[src/rtl/uart_cmd_ctrl.sv]
// -----------------------------------------------------------------------------
// uart_cmd_ctrl
//   Drains the UART RX FIFO and turns the ASCII byte stream into single-cycle
//   control pulses and set-time values for the stopwatch/clock core.
//   Single-character commands: R/C/H/M/S (either case). Set-time frame:
//   'T' followed by six decimal digits HHMMSS. CR/LF are ignored silently.
//   A partial T frame is abandoned with cmd_err if no further byte arrives
//   within TIMEOUT_CYCLES clocks.
//
// Ports:
//   clk            system clock
//   reset          synchronous, active-high reset
//   fifo_empty     RX FIFO empty flag
//   fifo_rx_data   RX FIFO head byte, valid while fifo_empty is low
//   rd_en          one-cycle pop of the RX FIFO head (combinational)
//   cmd_run_toggle pulse: 'R'/'r' received
//   cmd_clear      pulse: 'C'/'c' received
//   cmd_inc_hour   pulse: 'H'/'h' received
//   cmd_inc_min    pulse: 'M'/'m' received
//   cmd_inc_sec    pulse: 'S'/'s' received
//   set_valid      pulse: valid T frame committed
//   set_hour       committed hour 0-23 (held between commits)
//   set_min        committed minute 0-59 (held between commits)
//   set_sec        committed second 0-59 (held between commits)
//   cmd_err        pulse: unknown byte, bad digit, out-of-range value, timeout
// -----------------------------------------------------------------------------
module uart_cmd_ctrl #(
    parameter int unsigned TIMEOUT_CYCLES = 100_000_000,
    parameter int unsigned TO_W           = 27
) (
    input  logic       clk,
    input  logic       reset,
    input  logic       fifo_empty,
    input  logic [7:0] fifo_rx_data,
    output logic       rd_en,
    output logic       cmd_run_toggle,
    output logic       cmd_clear,
    output logic       cmd_inc_hour,
    output logic       cmd_inc_min,
    output logic       cmd_inc_sec,
    output logic       set_valid,
    output logic [4:0] set_hour,
    output logic [5:0] set_min,
    output logic [5:0] set_sec,
    output logic       cmd_err
);

    typedef enum logic [2:0] {
        ST_FETCH     = 3'd0,
        ST_DECODE    = 3'd1,
        ST_ARG_FETCH = 3'd2,
        ST_ARG_CHECK = 3'd3,
        ST_COMMIT    = 3'd4
    } state_t;

    localparam logic [TO_W-1:0] TO_LAST = TO_W'(TIMEOUT_CYCLES - 1);
    localparam logic [TO_W-1:0] TO_ZERO = {TO_W{1'b0}};
    localparam logic [TO_W-1:0] TO_ONE  = {{(TO_W-1){1'b0}}, 1'b1};

    // Map lowercase ASCII letters onto uppercase so the decoder needs one arm.
    function automatic logic [7:0] fold_case(input logic [7:0] b);
        logic [7:0] r;
        if ((b >= 8'h61) && (b <= 8'h7A)) begin
            r = b - 8'h20;
        end else begin
            r = b;
        end
        return r;
    endfunction

    function automatic logic is_digit(input logic [7:0] b);
        return (b >= 8'h30) && (b <= 8'h39);
    endfunction

    // tens*10 + ones; 7 bits covers the worst case of 99.
    function automatic logic [6:0] two_digit(input logic [3:0] tens, input logic [3:0] ones);
        return ({3'd0, tens} * 7'd10) + {3'd0, ones};
    endfunction

    state_t            state_r, state_s;
    logic [7:0]        byte_r;
    logic [5:0][3:0]   digit_r;
    logic [2:0]        idx_r, idx_s;
    logic [TO_W-1:0]   to_cnt_r, to_cnt_s;
    logic              digit_we_s;
    logic              rd_en_s;
    logic              run_s, clear_s, inc_hour_s, inc_min_s, inc_sec_s;
    logic              valid_s, err_s;
    logic [6:0]        hh_s, mm_s, ss_s;
    logic              range_ok_s;

    // The pop only happens in a fetch state; the FSM always leaves that state
    // for one cycle afterwards, so a stale head is never popped twice.
    assign rd_en_s = ((state_r == ST_FETCH) || (state_r == ST_ARG_FETCH)) && !fifo_empty;
    assign rd_en   = rd_en_s;

    assign hh_s       = two_digit(digit_r[0], digit_r[1]);
    assign mm_s       = two_digit(digit_r[2], digit_r[3]);
    assign ss_s       = two_digit(digit_r[4], digit_r[5]);
    assign range_ok_s = (hh_s <= 7'd23) && (mm_s <= 7'd59) && (ss_s <= 7'd59);

    // FSM state register.
    always_ff @(posedge clk) begin
        if (reset) begin
            state_r <= ST_FETCH;
        end else begin
            state_r <= state_s;
        end
    end

    // Next-state, next-pulse and datapath-control decode.
    always_comb begin
        state_s    = state_r;
        idx_s      = idx_r;
        to_cnt_s   = to_cnt_r;
        digit_we_s = 1'b0;
        run_s      = 1'b0;
        clear_s    = 1'b0;
        inc_hour_s = 1'b0;
        inc_min_s  = 1'b0;
        inc_sec_s  = 1'b0;
        valid_s    = 1'b0;
        err_s      = 1'b0;
        case (state_r)
            ST_FETCH: begin
                if (!fifo_empty) begin
                    state_s = ST_DECODE;
                end else begin
                    state_s = ST_FETCH;
                end
            end
            ST_DECODE: begin
                state_s = ST_FETCH;
                case (fold_case(byte_r))
                    8'h52:   run_s      = 1'b1;   // 'R'
                    8'h43:   clear_s    = 1'b1;   // 'C'
                    8'h48:   inc_hour_s = 1'b1;   // 'H'
                    8'h4D:   inc_min_s  = 1'b1;   // 'M'
                    8'h53:   inc_sec_s  = 1'b1;   // 'S'
                    8'h54: begin                  // 'T'
                        idx_s    = 3'd0;
                        to_cnt_s = TO_ZERO;
                        state_s  = ST_ARG_FETCH;
                    end
                    8'h0D, 8'h0A: state_s = ST_FETCH;  // CR/LF: line endings from terminals
                    default: err_s = 1'b1;
                endcase
            end
            ST_ARG_FETCH: begin
                // A waiting byte wins over a timeout landing in the same cycle.
                if (!fifo_empty) begin
                    state_s = ST_ARG_CHECK;
                end else if (to_cnt_r == TO_LAST) begin
                    err_s   = 1'b1;
                    state_s = ST_FETCH;
                end else begin
                    to_cnt_s = to_cnt_r + TO_ONE;
                end
            end
            ST_ARG_CHECK: begin
                // A non-digit is consumed here rather than re-decoded as a command.
                if (!is_digit(byte_r)) begin
                    err_s   = 1'b1;
                    state_s = ST_FETCH;
                end else begin
                    digit_we_s = 1'b1;
                    to_cnt_s   = TO_ZERO;
                    if (idx_r == 3'd5) begin
                        state_s = ST_COMMIT;
                    end else begin
                        idx_s   = idx_r + 3'd1;
                        state_s = ST_ARG_FETCH;
                    end
                end
            end
            ST_COMMIT: begin
                if (range_ok_s) begin
                    valid_s = 1'b1;
                end else begin
                    err_s = 1'b1;
                end
                state_s = ST_FETCH;
            end
            default: state_s = ST_FETCH;
        endcase
    end

    // Byte latch, digit buffer, digit index and inter-byte timeout counter.
    always_ff @(posedge clk) begin
        if (reset) begin
            byte_r   <= 8'h00;
            digit_r  <= {24{1'b0}};
            idx_r    <= 3'd0;
            to_cnt_r <= TO_ZERO;
        end else begin
            if (rd_en_s) begin
                byte_r <= fifo_rx_data;
            end
            if (digit_we_s) begin
                // For '0'-'9' the low nibble equals byte - 0x30.
                digit_r[idx_r] <= byte_r[3:0];
            end
            idx_r    <= idx_s;
            to_cnt_r <= to_cnt_s;
        end
    end

    // Registered pulse outputs and held set-time values.
    always_ff @(posedge clk) begin
        if (reset) begin
            cmd_run_toggle <= 1'b0;
            cmd_clear      <= 1'b0;
            cmd_inc_hour   <= 1'b0;
            cmd_inc_min    <= 1'b0;
            cmd_inc_sec    <= 1'b0;
            set_valid      <= 1'b0;
            cmd_err        <= 1'b0;
            set_hour       <= 5'd0;
            set_min        <= 6'd0;
            set_sec        <= 6'd0;
        end else begin
            cmd_run_toggle <= run_s;
            cmd_clear      <= clear_s;
            cmd_inc_hour   <= inc_hour_s;
            cmd_inc_min    <= inc_min_s;
            cmd_inc_sec    <= inc_sec_s;
            set_valid      <= valid_s;
            cmd_err        <= err_s;
            if (valid_s) begin
                set_hour <= hh_s[4:0];
                set_min  <= mm_s[5:0];
                set_sec  <= ss_s[5:0];
            end
        end
    end

endmodule

[config.mk]
export PLATFORM = sky130hd
export DESIGN_NAME = uart_cmd_ctrl
export DESIGN_NICKNAME = d
export VERILOG_FILES = /design/src/rtl/uart_cmd_ctrl.sv
export SDC_FILE = /design/constraint.sdc
export NUM_CORES = 1
export LEC_CHECK = 0
export CAP_MARGIN = 30
export CORE_ASPECT_RATIO = 0.5
export CORE_UTILIZATION = 50
export CTS_CLUSTER_SIZE = 20
export DETAILED_ROUTE_END_ITERATION = 10
export DONT_BUFFER_PORTS = 1
export SYNTH_ARGS = -nofsm -noshare
export SYNTH_HDL_FRONTEND = slang
export SYNTH_SLANG_ARGS = --single-unit
[constraint.sdc]
create_clock -name clk -period 4 [get_ports clk]
set_input_delay 0.8 -clock clk [delete_from_list [all_inputs] [get_ports clk]]
set_output_delay 0.8 -clock clk [all_outputs]
set_load 0.005 [all_outputs]
Word level (Yosys, flattened, before mapping)
Cells that the tools add are included.
{"block": "classes", "add_sub_neg": 6, "n_reduce_logical": 15, "n_mul": 3, "n_lt_le_gt_ge": 9, "muxes": 36, "bitwise_logic": 1, "n_eq_ne": 20}
{"op": "27-bit 2-to-1 mux", "count": 4}
{"op": "27-bit one-hot mux with 3 select lines", "count": 1}
{"op": "8-bit by 7-bit equality test with 1-bit output (second input constant)", "count": 6}
{"op": "27-bit by 1-bit adder with 27-bit output (second input constant)", "count": 1}
{"op": "27-bit equality test (second input constant)", "count": 1}
{"op": "24-bit bitwise mux", "count": 1}
{"op": "7-bit by 4-bit adder with 7-bit output", "count": 3}
{"op": "3-bit 2-to-1 mux", "count": 7}
{"op": "4-bit by 3-bit multiplier with 6-bit output (second input constant)", "count": 3}
{"op": "8-bit by 4-bit equality test with 1-bit output (second input constant)", "count": 2}
{"op": "8-bit 2-to-1 mux", "count": 2}
{"op": "1-bit 2-to-1 mux", "count": 15}
{"op": "7-bit by 6-bit <= comparator with 1-bit output (second input constant)", "count": 2}
{"op": "4-bit demux with 3-bit select", "count": 1}
{"op": "3-bit one-hot mux with 4 select lines", "count": 1}
{"op": "2-bit inequality test (second input constant)", "count": 5}
{"op": "8-bit by 6-bit >= comparator with 1-bit output (second input constant)", "count": 1}
{"op": "8-bit by 7-bit >= comparator with 1-bit output (second input constant)", "count": 1}
{"op": "8-bit by 6-bit <= comparator with 1-bit output (second input constant)", "count": 1}
{"op": "8-bit by 7-bit <= comparator with 1-bit output (second input constant)", "count": 1}
{"op": "8-bit OR reduction", "count": 1}
{"op": "8-bit by 6-bit subtractor with 8-bit output (second input constant)", "count": 1}
{"op": "7-bit by 5-bit <= comparator with 1-bit output (second input constant)", "count": 1}
{"op": "3-bit by 2-bit equality test with 1-bit output (second input constant)", "count": 2}
{"op": "other kinds (20)", "count": 26}
{"block": "totals", "out_inout_bits": 25, "input_bits": 11, "wordCells": 110, "register_bits": 89}

Depth between registers and ports, before layout
Gate-level depths: netlist of run 1.
{"block": "logic_depth", "ltp_word": 8, "ltp_mapped": 12, "ltp_nobuf": 10}

Worst setup path after synthesis of run 1
Ideal clock, no wire load.
{"block": "synth_timing", "path_type": "register to register", "from": "register digit_r[9] (netlist bit)", "to": "register set_hour[0]", "setup_ps": 70, "required_ps": 3930, "path_buffers": 2, "path_stages_with_launch": 13, "setup_slack_ps": 1275, "t_arrival_ps": 2654, "synth_period_minus_slack_ps": 2725, "path_cell_list": "dfxtp_1 ha_1 ha_1 inv_1 fa_1 nor2b_1 a21boi_0 xnor2_1 and4_1 clkbuf_1 clkbuf_1 nand3_1 a21oi_1"}
{"block": "synth_between", "elab_chain_cells": 7}
{"item": "start: declaration", "line_no": "82", "text": "logic [5:0][3:0] digit_r;"}
{"item": "start signal: assignment", "line_no": "192", "text": "digit_r <= {24{1'b0}};"}
{"item": "start signal: indexed assignment", "line_no": "201", "text": "digit_r[idx_r] <= byte_r[3:0];"}
{"item": "4-bit by 3-bit multiplier with 6-bit output", "line_no": "77", "text": "return ({3'd0, tens} * 7'd10) + {3'd0, ones};"}
{"item": "7-bit by 4-bit adder with 7-bit output", "line_no": "77"}
{"item": "7-bit by 6-bit <= comparator with 1-bit output", "line_no": "100", "text": "assign range_ok_s = (hh_s <= 7'd23) && (mm_s <= 7'd59) && (ss_s <= 7'd59);"}
{"item": "1-bit logical AND (2 in series)", "line_no": "100"}
{"item": "1-bit 2-to-1 mux", "line_no": "177", "text": "if (range_ok_s) begin"}
{"item": "1-bit 2-to-1 mux", "line_no": "124", "text": "case (state_r)"}
{"item": "end signal: assignment", "line_no": "230", "text": "set_hour <= hh_s[4:0];"}
{"item": "end: declaration", "line_no": "42", "text": "output logic [4:0] set_hour,"}
Every way passes these cells.
A chain may end at the register's enable or synchronous reset.

Final worst setup path of run 1
{"block": "layout_timing", "from": "register byte_r[5]", "to": "register to_cnt_r[25]"}
{"block": "layout_between", "elab_chain_cells": 7, "elab_cells_between_ends": 13, "classes_between": "add/sub: 1; order compare: 4; eq/ne: 3; mux: 2; reduce/logical: 3"}
{"item": "start: declaration", "line_no": "81", "text": "logic [7:0] byte_r;"}
{"item": "start signal: assignment", "line_no": "197", "text": "byte_r <= fifo_rx_data;"}
{"item": "8-bit by 7-bit >= comparator with 1-bit output or 8-bit by 7-bit <= comparator with 1-bit output (tied branches)", "line_no": "63", "text": "if ((b >= 8'h61) && (b <= 8'h7A)) begin"}
{"item": "1-bit logical AND", "line_no": "63"}
{"item": "8-bit 2-to-1 mux", "line_no": "63"}
{"item": "8-bit 2-to-1 mux", "line_no": "124"}
{"item": "8-bit by 7-bit equality test with 1-bit output", "line_no": "134", "text": "case (fold_case(byte_r))"}
{"item": "2-bit inequality test (no source line)"}
{"item": "5-bit AND reduction (no source line) (*)"}
{"item": "end signal: assignment", "line_no": "204", "text": "to_cnt_r <= to_cnt_s;"}
{"item": "end: declaration", "line_no": "84", "text": "logic [TO_W-1:0] to_cnt_r, to_cnt_s;"}
Every way passes the cells marked *; elsewhere a longest branch is shown, timed or not. The select of a mux whose other input is x is not followed.

==> results.yml, run 1 <==
global_route:
  grt_usage: 0.234
  grt_max_degree: 65
  antenna_found_initial: 0
  overflow: 0
  grt_pass1_wl_um: 18700
  grt_pass1_vias: 3836
worst_setup_path:
  crit_path_start_kind: "flip-flop"
  worst-setup-path-type: "reg -> reg"
  slowest_stage: "or4_1"
  worst_path_largest_cell_delay_ns: 0.71
  crit_chain: "inv_1 > ha_1 > o21ai_0 > a31oi_1 > a311oi_2 > nand3_2 > or4_1 > a21oi_1"
  critPathCaptureType: "flip-flop"
  arrival_ns: 3.33
  worstPathRequired_ns: 4.27
  critPathMaxFanout: 41
  ff2ff_setup_slack_ns: 0.94
cells_and_area:
  fill_cells: 859
  multi_input_area_um2: 2810
  fin_util: 0.572
  regArea_um2: 1780
  drive_gt1_frac: 0.0583
  antenna_cells: 0
  syn2layout_area_growth_pct: 7.11
  final_nets: 602
die:
  io_pins: 36
  start_util: 0.534
  die-height_um: 71.3
  dieArea_um2: 10000
  core_area_um2: 9010
  fp.dieW_um: 141
  rows: 24
synth:
  ys_seq_elements: 89
  synthTopCellsByArea: "dfxtp_1 (37%), a21oi_1 (6.4%), ha_1 (6.2%)"
  ys_seq_area_frac: 0.371
  yosysWarnings: 0
  synthCells: 577
  synth_largest_area_cell: "dfxtp_1"
  synth_flop_cell: "dfxtp_1"
  ys_async_sr_fraction: 0
  syn_nets: 618
  synth_top_area_share: 0.371
  synth_edf_count: 0
  synth.avg_cell_area_um2: 8.33
  netlist_area_um2: 4810
  synth_cell_type_count: 63
timing:
  timing.final.crit_period_ns: 3.06
  finalCritPeriodShare: 0.766
  fin_setup_tns_ns: 0
  setup_viol: 0
  final.setup_skew_ns: 0.00913
  maxSlewViolCount: 0
  relSlewSlack: 0.521
  whs_ns: 0.464
  worst_pin_slew_ns: 0.717
  hold_viol_final: 0
  rsz0062_at_grt: "false"
  fmax_ghz: 0.326
detailed_routing:
  first_pass_iters: 4
  drc: 0
  vias_per_cell: 5.96
  drtIter0Drc: 181
  wl_per_cell_um: 16.1
  wl_met3_um: 390
  drtAntennaViolNets: 0
  wl_um: 11000
  met2RoutedLength_um: 4810
  vias: 4070
  wl_met1_um: 5680
  routed.top_layer: "met4"
clocking:
  clock_sinks: 89
  cts_max_level: 3
  cts-hold-fix-buffers: 0
  root_buffer: "clkbuf_16"
  cts-resized-gates: 0
  clock_latency_ns: 0.34
  clockBufferDepth: 2
  postCtsSetupBuffers: 0
  clkTransAtPathRegs_ns: 0.06
  cts_tree: "yes"
  cts-buffers-inserted: 9
power:
  p_leak_nw: 1.89
  irDropWorstVdd_mv: 0.187
  totalPowerFinal_mw: 1.82
  p_per_area_nw_per_um2: 353
placed_design:
  routabilityCongestion: 0.908
  hpwl_um: 7900
  numPortBuffers: 0
hold_path:
  hold_class: "reg -> reg"
status:
  outcome: "completed"
flow_run:
  maxCapViolations: 0
## state kept, by name, indices dropped and copies added, names as in the netlist
name            flops
cmd_run_toggle      1
set_min             6
set_sec             6
set_hour            5
cmd_err             1
byte_r              8
cmd_inc_hour        1
idx_r               3
cmd_inc_min         1
set_valid           1
to_cnt_r           27
state_r             3
cmd_inc_sec         1
digit_r            24
cmd_clear           1
## worst max-delay path: cells and delay by family, from the launching register on
| family | cells | cell delay (ns) |
|---|---|---|
| and+or+nand+nor | 2 | 1.32 |
| AOI/OAI and AO/OA | 4 | 0.79 |
| DFF | 1 | 0.47 |
| adders and majority gates | 1 | 0.32 |
| buffers and inverters | 1 | 0.10 |
## logic make-up after synthesis
kind of cell | after synthesis | synth area share
buf+inv | 52 | 0.0455
flops | 89 | 0.371
compound gates | 141 | 0.177
xor+xnor | 13 | 0.0237
mux | 19 | 0.0396
simple gates | 233 | 0.256
fa+ha+maj | 30 | 0.0875
## cell usage after synthesis (2+ instances only)
cell       number
clkbuf_1       21
nand2b_1        6
nand3b_1        2
clkbuf_2        2
and2_1          4
nand3_1        37
mux2i_1        19
buf_4           3
a21o_1          4
nor4_1          3
nor3_1          9
and4_1          5
o21ai_0        35
dfxtp_1        89
or3_1          15
or4_1          11
nand4_1        11
nor2b_1         7
buf_1           2
ha_1           24
nor4b_1         2
or3b_2          5
nand2_1        52
o31ai_1         9
fa_1            6
a21boi_0        3
a21oi_1        61
o2111ai_1       3
nor3b_1         2
xor2_1          7
and3_1          6
a211oi_1        6
inv_1          20
nor2_1         49
a31oi_1         2
o211ai_1        2
buf_2           2
xnor2_1         6
## metal layers
metal  global-route usage  vias to the layer above
li1                     -                     2055
met3               0.0541                       18
met4               0.0531                        0
met1                0.312                     1938
met5                    0                        -
met2                0.388                       59
## power by group
part	switching, mW	internal (mW)
clock network	0.344	0.518
logic	0.0288	0.0175
registers	0.0168	0.892
## placed cells by master (no fill, tap or decap), drive strengths merged, types with 5 or more instances in the layout
master / n
xnor2: 6
nand3: 38
nand2: 52
clkbuf: 12
a21oi: 61
a211oi: 6
or4: 11
nor3: 9
xor2: 7
o31ai: 9
or3b: 5
fa: 6
ha: 24
dfxtp: 89
or3: 15
nand2b: 6
o21ai: 36
nor2: 49
nor2b: 7
inv: 20
and4: 5
nand4: 11
mux2i: 19
and3: 6
## final cells by class
type	instances	share of cell area
tap	117	0.0284
inverter	21	0.0153
clock buffer	12	0.0498
multi-input combinational	436	0.545
timing repair buffer	4	0.00535
sequential	89	0.346
clock inverter	4	0.00996
## worst paths after layout
| kind | startpoint | end | cells after the start |
|---|---|---|---|
| setup reg to reg | byte_r[5] | to_cnt_r[25] | 8 |
| hold reg to reg | digit_r[7] | digit_r[7] | 2 |
| setup / recovery | byte_r[5] | to_cnt_r[25] | 8 |
| hold / removal | digit_r[7] | digit_r[7] | 2 |
## metrics by stage
| step | setup slack [ns] | cell area [µm²] | cells |
|---|---|---|---|
| after global placement | 0.510 | 4840 | 666 |
| after floorplan | 1.28 | 4810 | 577 |
| after CTS | 0.949 | 5150 | 683 |
| after global routing | 0.617 | 5150 | 683 |
| final | 0.936 | 5150 | 683 |
| after detailed placement | 0.972 | 4840 | 667 |
(Power assumes the default switching activity.)
==> inputs of run 2 (changes only) <==
clock period = 3.03 ns   (was 4 ns; I/O delays follow)
==> results.yml, run 2 (synthesis results as in run 1) <==
cells_and_area:
  final_nets: 616
  fin_util: 0.584
  final_common_cell: "dfxtp_1"
  fill_cells: 826
  drive_gt1_frac: 0.0845
  antenna_cells: 0
  largest-register: "to_cnt_r"
  layout_common_cells: "dfxtp_1 (89), a21oi_1 (61), nand2_1 (52)"
  syn2layout_area_growth_pct: 9.42
  reg.largest.list: "to_cnt_r (27), digit_r (24), byte_r (8)"
  regArea_um2: 1780
  largest_reg_flops: 27
  multi_input_area_um2: 2810
flow_run:
  maxCapViolations: 0
worst_setup_path:
  critPathCaptureType: "flip-flop"
  worstPathRequired_ns: 3.24
  crit_path_start_kind: "flip-flop"
  worst-setup-path-type: "reg -> reg"
  arrival_ns: 3.01
  critPathMaxFanout: 6
clocking:
  clock_sinks: 89
  clkTransAtPathRegs_ns: 0.06
  cts-buffers-inserted: 9
  clock_latency_ns: 0.34
  cts_max_level: 3
  clockBufferDepth: 2
  cts_tree: "yes"
  root_buffer: "clkbuf_16"
die:
  core_area_um2: 9010
  rows: 24
  io_pins: 36
  fp.dieW_um: 141
  start_util: 0.534
  dieArea_um2: 10000
  die-height_um: 71.3
timing:
  fin_setup_tns_ns: 0
  maxSlewViolCount: 0
  finalCritPeriodShare: 0.926
  final.setup_skew_ns: 0.00713
  timing.final.crit_period_ns: 2.80
  worst_pin_slew_ns: 0.761
  hold_viol_final: 0
  rsz0062_at_grt: "false"
  relSlewSlack: 0.493
  setup_viol: 0
  fmax_ghz: 0.357
power:
  irDropWorstVdd_mv: 0.302
  totalPowerFinal_mw: 2.40
  pwr-share-seq: 0.498
  p_per_area_nw_per_um2: 456
  p_leak_nw: 1.95
  netSwitchingFraction: 0.222
  p_comb_frac: 0.031
  clock_power_share: 0.471
  power.net_switching_mw: 0.533
  p_int_mw: 1.87
detailed_routing:
  first_pass_iters: 5
  vias_per_cell: 5.84
  drtAntennaViolNets: 0
  vias: 4068
  drtIter0Drc: 213
  wl_um: 11300
  wl_per_cell_um: 16.2
  drc: 0
global_route:
  grt_pass1_vias: 3782
  grt_pass1_wl_um: 18900
  overflow: 0
  grt_usage: 0.238
  antenna_found_initial: 0
  grt_max_degree: 65
placed_design:
  hpwl_um: 8120
  numPortBuffers: 0
  routabilityCongestion: 0.800
hold_path:
  hold_class: "in -> reg"
status:
  outcome: "completed"
run 2: final cells by class:
class / instances / share of cell area
Clock buffer: 10 / 0.0454
Clock inverter: 6 / 0.0126
Inverter: 21 / 0.0150
Multi-Input combinational cell: 436 / 0.535
Sequential cell: 89 / 0.339
Tap cell: 117 / 0.0278
Timing Repair Buffer: 18 / 0.0257
run 2: final timing paths:
path                  to  slack, ns  cells after the start         from
max           set_sec[4]       0.23                     10   digit_r[1]
min          digit_r[11]       0.33                      1        reset
max reg2reg   set_sec[4]       0.23                     10   digit_r[1]
min reg2reg   set_min[0]       0.47                      2  digit_r[12]
run 2: worst max-delay path: stages (launching register included):
cell	delay, ns
dfxtp_1	0.35
ha_1	0.29
ha_1	0.13
inv_1	0.05
fa_1	0.37
xnor2_1	0.22
o2111ai_1	0.15
a222oi_1	0.32
nand4_1	0.24
nor2_1	0.40
o21ai_0	0.16
run 2: per-layer routing:
layer / wire, µm / track usage / vias up
met2: 5160 / 0.394 / 85
met5: 0 / 0 / -
li1: - / - / 2085
met1: 5520 / 0.315 / 1888
met3: 583 / 0.0615 / 10
met4: 62 / 0.0531 / 0
run 2: through the flow:
step / hold WS, ns / instances / cell area (µm²) / setup WS (ns)
after global placement: 0.459 / 681 / 4950 / 0.233
final: 0.328 / 697 / 5260 / 0.225
after floorplan: 0.437 / 577 / 4810 / 0.305
after CTS: 0.321 / 697 / 5250 / 0.185
after global routing: 0.319 / 697 / 5260 / 0.0286
after detailed placement: 0.459 / 681 / 4950 / 0.196
run 2: what timing repair did:
action                                 CTS  global route
resized for setup                        0             1
endpoints found under the hold margin    0             0
setup buffers                            0             0
setup endpoints to repair                0             1
hold buffers                             0             0
run 2: power by group through the flow:
stage	Combinational [mW]	Sequential, mW	Clock, mW
3_3_place_gp	0.0745	1.22	0
6_report	0.0748	1.20	1.13
5_1_grt	0.0845	1.20	1.21
4_1_cts	0.0750	1.20	1.16
3_5_place_dp	0.0746	1.22	0
2_1_floorplan	0.0698	1.21	0
